### src/rtl/llc_input_arbiter.sv
// llc_input_arbiter: registered fixed-priority arbiter for LLC input channels.
// Ages req/dma losses so they get boosted ahead of the fixed order.
module llc_input_arbiter #(
  parameter int STARVE_LIMIT = 15,
  parameter int CNT_W = 4,
  parameter int CNT_STAT_W = 16
) (
  input  logic                  clk,
  input  logic                  rst,
  input  logic                  arb_en,
  input  logic                  rst_tb_valid,
  input  logic                  rsp_valid,
  input  logic                  req_valid,
  input  logic                  dma_valid,
  input  logic                  recall_pending,
  input  logic                  req_stall,
  input  logic                  dma_pending,
  input  logic                  gnt_ready,
  output logic                  gnt_valid,
  output logic [3:0]            gnt_onehot,
  output logic [1:0]            gnt_id,
  output logic                  gnt_boost,
  output logic                  pop_rst_tb,
  output logic                  pop_rsp,
  output logic                  pop_req,
  output logic                  pop_dma,
  output logic [CNT_STAT_W-1:0] gnt_count
);

  localparam logic ARB  = 1'b0;
  localparam logic HOLD = 1'b1;

  localparam logic [CNT_W-1:0] LIM = CNT_W'(STARVE_LIMIT);
  localparam logic [CNT_W-1:0] A_ONE = CNT_W'(1);
  localparam logic [CNT_STAT_W-1:0] C_ONE = CNT_STAT_W'(1);

  logic             state;
  logic [CNT_W-1:0] age_req;
  logic [CNT_W-1:0] age_dma;

  logic e_rst, e_rsp, e_req, e_dma;
  logic b_req, b_dma;
  logic [3:0] win_oh;
  logic [1:0] win_id;
  logic       win_boost;
  logic       take;
  logic       done;

  assign e_rst = rst_tb_valid & ~dma_pending & ~recall_pending;
  assign e_rsp = rsp_valid;
  assign e_req = req_valid & ~req_stall & ~recall_pending;
  assign e_dma = dma_valid & ~req_stall & ~recall_pending;

  assign b_req = e_req & (age_req == LIM);
  assign b_dma = e_dma & (age_dma == LIM);

  assign gnt_valid = (state == HOLD);
  assign done      = gnt_valid & gnt_ready;
  assign take      = (state == ARB) & arb_en
                   & (e_rst | e_rsp | e_req | e_dma);

  assign pop_rst_tb = done & gnt_onehot[0];
  assign pop_rsp    = done & gnt_onehot[1];
  assign pop_req    = done & gnt_onehot[2];
  assign pop_dma    = done & gnt_onehot[3];

  // Pick the first true term: boosts first, then fixed order.
  always_comb begin
    win_oh    = 4'b0000;
    win_id    = 2'd0;
    win_boost = 1'b0;
    priority case (1'b1)
      b_req: begin win_oh = 4'b0100; win_id = 2'd2; win_boost = 1'b1; end
      b_dma: begin win_oh = 4'b1000; win_id = 2'd3; win_boost = 1'b1; end
      e_rst: begin win_oh = 4'b0001; win_id = 2'd0; end
      e_rsp: begin win_oh = 4'b0010; win_id = 2'd1; end
      e_req: begin win_oh = 4'b0100; win_id = 2'd2; end
      e_dma: begin win_oh = 4'b1000; win_id = 2'd3; end
      default: begin win_oh = 4'b0000; win_id = 2'd0; end
    endcase
  end

  // ARB/HOLD sequencing: grab on take, release on handshake.
  always_ff @(posedge clk or negedge rst) begin
    if (!rst) begin
      state <= ARB;
    end else if (take) begin
      state <= HOLD;
    end else if (done) begin
      state <= ARB;
    end
  end

  // Latch the winner; fields stay frozen for the whole hold.
  always_ff @(posedge clk or negedge rst) begin
    if (!rst) begin
      gnt_onehot <= 4'b0000;
      gnt_id     <= 2'd0;
      gnt_boost  <= 1'b0;
    end else if (take) begin
      gnt_onehot <= win_oh;
      gnt_id     <= win_id;
      gnt_boost  <= win_boost;
    end
  end

  // Aging: clear on win, count a loss only if eligible, saturate.
  always_ff @(posedge clk or negedge rst) begin
    if (!rst) begin
      age_req <= '0;
      age_dma <= '0;
    end else if (take) begin
      if (win_oh[2])
        age_req <= '0;
      else if (e_req && age_req != LIM)
        age_req <= age_req + A_ONE;
      if (win_oh[3])
        age_dma <= '0;
      else if (e_dma && age_dma != LIM)
        age_dma <= age_dma + A_ONE;
    end
  end

  // Accepted-grant statistics, wrapping.
  always_ff @(posedge clk or negedge rst) begin
    if (!rst) begin
      gnt_count <= '0;
    end else if (done) begin
      gnt_count <= gnt_count + C_ONE;
    end
  end

endmodule

### config.mk
export PLATFORM = sky130hd
export DESIGN_NAME = llc_input_arbiter
export DESIGN_NICKNAME = d
export VERILOG_FILES = /design/src/rtl/llc_input_arbiter.sv
export SDC_FILE = /design/constraint.sdc
export NUM_CORES = 1
export LEC_CHECK = 0
export ABC_AREA = 1
export BUFFER_PORTS_ARGS = -buffer_cell sky130_fd_sc_hd__buf_2
export CAP_MARGIN = 20
export CORE_MARGIN = 3
export CORE_UTILIZATION = 40
export CTS_CLUSTER_SIZE = 12
export DETAILED_ROUTE_END_ITERATION = 10
export GPL_TIMING_DRIVEN = 0
export HOLD_SLACK_MARGIN = 0.02
export PLACE_DENSITY = 0.73
export SYNTH_ARGS = -nofsm -noshare
export SYNTH_HDL_FRONTEND = slang
export SYNTH_SLANG_ARGS = --single-unit
### constraint.sdc
create_clock -name clk -period 3.6 [get_ports clk]
set_input_delay 0.72 -clock clk [delete_from_list [all_inputs] [get_ports clk]]
set_output_delay 0.72 -clock clk [all_outputs]
set_load 0.05 [all_outputs]
== Word level (Yosys, flattened, before mapping) ==
Index checks and enable logic that the tools add are counted.
Word-level totals
  output and inout port bits: 28
  input port bits: 11
  word-level logic and storage cells: 63
  register bits after elaboration: 32
Operators by class
  bitwise operators: 22
  equality and inequality tests: 4
  reductions and logical operators: 7
  muxes and demuxes: 20
  add/sub/neg operators: 3
Operator list (number)
  4-bit two-way mux: 10
  16-bit by 1-bit adder with 16-bit output (second input constant): 1
  1-bit AND: 15
  2-bit two-way mux: 6
  4-bit by 1-bit adder with 4-bit output (second input constant): 2
  4-bit equality test (second input constant): 2
  4-bit inequality test (second input constant): 2
  2-bit nonzero test: 3
  1-bit two-way mux: 4
  1-bit inverter: 4
  2-bit AND reduction: 2
  1-bit OR: 3
  1-bit logical AND: 2

== Logic depth before layout (Yosys ltp) ==
  depth in word-level cells: 11
  depth in mapped cells: 8
  gate-level depth less buffers: 8

== Worst setup path after synthesis ==
Ideal clock, no wire load.
  path type: input port to output port
  start point: input port gnt_ready
  end point: output port pop_dma
  setup slack: 1306 ps
  cell stages on the path: 3
  arrival: 1574 ps
  path through: nand2_2 buf_6 nor2_1
On the way
  longest elaborated chain between the ends: 2
Ends and longest elaborated chain
  start, declared: RTL line 18  | input logic gnt_ready,
  1-bit AND: RTL line 58  | assign done = gnt_valid & gnt_ready;
  1-bit AND: RTL line 65  | assign pop_dma = done & gnt_onehot[3];
  end, declared: RTL line 26  | output logic pop_dma,
No other way between the ends.

== Worst setup path after layout ==
Same ends and word-level chain as after synthesis.

==> metrics.yaml <==
setup_path:
  crit_path_top_delay_cell: "buf_2"
  worstPathRequired_ps: 2880
  crit_arrival_ps: 1380
  crit_buf_inv: 3
  slowest_delay_ps: 270
  cp_cell_sequence: "buf_2 > nand2_2 > buf_6 > nor2_1 > buf_2"
  cp_common_cell: "buf_2"
  startpoint_type: "primary input"
  cp_max_fo: 10
  path_class: "in2out"
  crit_path_end_kind: "output pin"
  crit_family: "buffers and inverters"
floorplan:
  io_pins: 39
  start_util: 0.4187
  die_x_um: 71.18
  num_rows: 23
  core_um2: 4058
  die_area_um2: 5066
  die_h_um: 71.18
job:
  max_cap_viol_count: 0
finish:
  drive_above_1_share: 0.3133
  diodes: 0
  fill_cells: 384
  fin_area_um2: 2059
  fin_cells: 283
  area_growth_pct: 21.21
  fin_nets: 246
synthesis:
  synth-main-ff-cell: "dfrtp_1"
  ys_warn_count: 0
  syn_inst: 187
  syn_area_per_cell_um2: 9.086
  ys_seq_elements: 32
  yosysSeqAreaShare: 0.4713
  synth_nets: 201
  async_flop_share: 1.000
  syn_area_um2: 1699
  synth_edf_count: 0
  yosysUniqueCellTypes: 29
drt:
  vias: 1368
  dr.pass1.iters: 5
  wl_per_cell_um: 12.00
  wl_um: 3396
  drt_iter0_drc: 65
  ant_nets: 0
  drc: 0
  vias_per_cell: 4.834
place:
  dpl.hpwl_um: 2570
  place_area_um2: 1952
  place_ws_ps: 1488
  place_inst: 275
  gp_congestion: 0.8359
  port_buffers: 38
global_route:
  track_usage: 0.1445
  grt_pass1_wl_um: 5706
  grt_pass1_vias: 1269
  antenna_found_initial: 0
  overflow: 0
  grt_max_degree: 33
clocking:
  cts_resized: 0
  path_clk_slew_ps: 70
  clk_latency_ps: 290
  htree_levels: 2
  clock-root-buffer: "clkbuf_8"
  cts-buffers-inserted: 5
  tritoncts: "built"
  cts_num_sinks: 32
  clk_path_buf_depth: 2
  post_cts_buffers: 0
  cts_hold_buf: 0
sta:
  tightest_slew_ps: 692.9
  rsz0062_at_grt: "no"
  setup_tns_ps: 0
  slew_headroom: 0.5380
  period_needed_ps: 2104
  setup_viol: 0
  fin_crit_sh: 0.5845
  hold_viol: 0
  fmax_mhz: 475.2
  finClkSkew_ps: 6.997
  maxSlewViolCount: 0
  setup_ws_ps: 1496
power_and_ir_drop:
  p_per_area_nw_per_um2: 590.3
  ir_drop_mv: 0.2401
  power.leakage_nw: 1.100
outcome:
  status: "complete, no violations"
worst_hold_path:
  hold_class: "in2async"
## flip-flops by register name, summed over array words and instances (netlist names)
name and count:
gnt_valid 1, gnt_boost 1, gnt_id 2, gnt_count 16, age_dma 4, gnt_onehot 4, age_req 4
## cell families after synthesis
logic type | synth area share
buffers and inverters | 0.05302
AO/OA/AOI/OAI | 0.04123
adder cells (fa/ha/maj) | 0.02209
XOR/XNOR | 0.08763
AND/OR/NAND/NOR | 0.3247
flip-flops | 0.4713
## report_power, final
group | total (mW) | leakage, nW | internal (mW) | switching (mW)
combinational | 0.382 | 0.625 | 0.108 | 0.274
sequential | 0.492 | 0.419 | 0.427 | 0.0652
clock | 0.342 | 0.0552 | 0.205 | 0.137
## metrics by stage
step | power, mW | util | hold WS, ps
2_1_floorplan | 0.7866 | - | 424.4
3_3_place_gp | 0.8744 | 0.4810 | 453.3
3_5_place_dp | 0.8849 | 0.4810 | 459.4
4_1_cts | 1.228 | 0.5076 | 469.4
5_1_grt | 1.288 | 0.5076 | 491.3
6_report | 1.216 | 0.5076 | 470.5
## final cells by class
cell class              count  area, um^2  area share
multi-input cells         133       808.3      0.3925
inverters                  21       78.83     0.03827
plain buffers               1       11.26    0.005468
well taps                  50       62.56     0.03038
flip-flops and latches     32       800.8      0.3888
clock inverters             2       35.03     0.01701
repair buffers             38       190.2     0.09234
clock buffers               6       72.57     0.03524
## final timing paths
kind / startpoint / to / slack [ps] / cells past startpoint
max: gnt_ready / pop_dma / 1500 / 5
min: rst / gnt_count[14] / 470 / 1
max reg2reg: age_dma[0] / gnt_onehot[0] / 2120 / 8
min reg2reg: gnt_count[15] / gnt_count[15] / 470 / 1
max in group asynchronous: rst / age_dma[3] / 2680 / 1
min in group clk: gnt_count[15] / gnt_count[15] / 470 / 1
## cell usage after synthesis, types with 2 or more instances
cell       n  area share
nand4_1    2      0.0074
o21ai_2    2       0.010
nand2_1   36       0.080
nor2_2     6       0.022
xnor2_1    8       0.041
nand2_4    2       0.013
nor2_1    17       0.038
inv_2      2      0.0044
nand3b_1   2      0.0088
nand3_1   19       0.056
nor3_1     2      0.0059
o21ai_0    3      0.0088
inv_1     19       0.042
dfrtp_1   32        0.47
o21ai_1    5       0.015
nor2_4     2       0.013
nor3_2     2       0.012
nand2_2    4       0.015
xor2_1     9       0.046
ha_1       3       0.022
nand3_2    2       0.012
## routing by layer
metal / track usage / up-vias / wire (um)
li1: - / 686 / -
met1: 0.1841 / 636 / 1486
met2: 0.2316 / 40 / 1664
met3: 0.04972 / 6 / 211
met4: 0.04384 / 0 / 34
met5: 0 / - / 0
## layout by cell type, fill, tap and decap left out, drive strengths merged, types with 2 or more instances in the layout
cell type,count
nand3b,2
nor2,26
buf,39
dfrtp,32
inv,21
xor2,9
nand4,3
ha,3
nand2,42
nor3,5
xnor2,8
clkbuf,6
o21ai,10
nand3,22
Note: power is estimated with default switching activity, not from simulation.
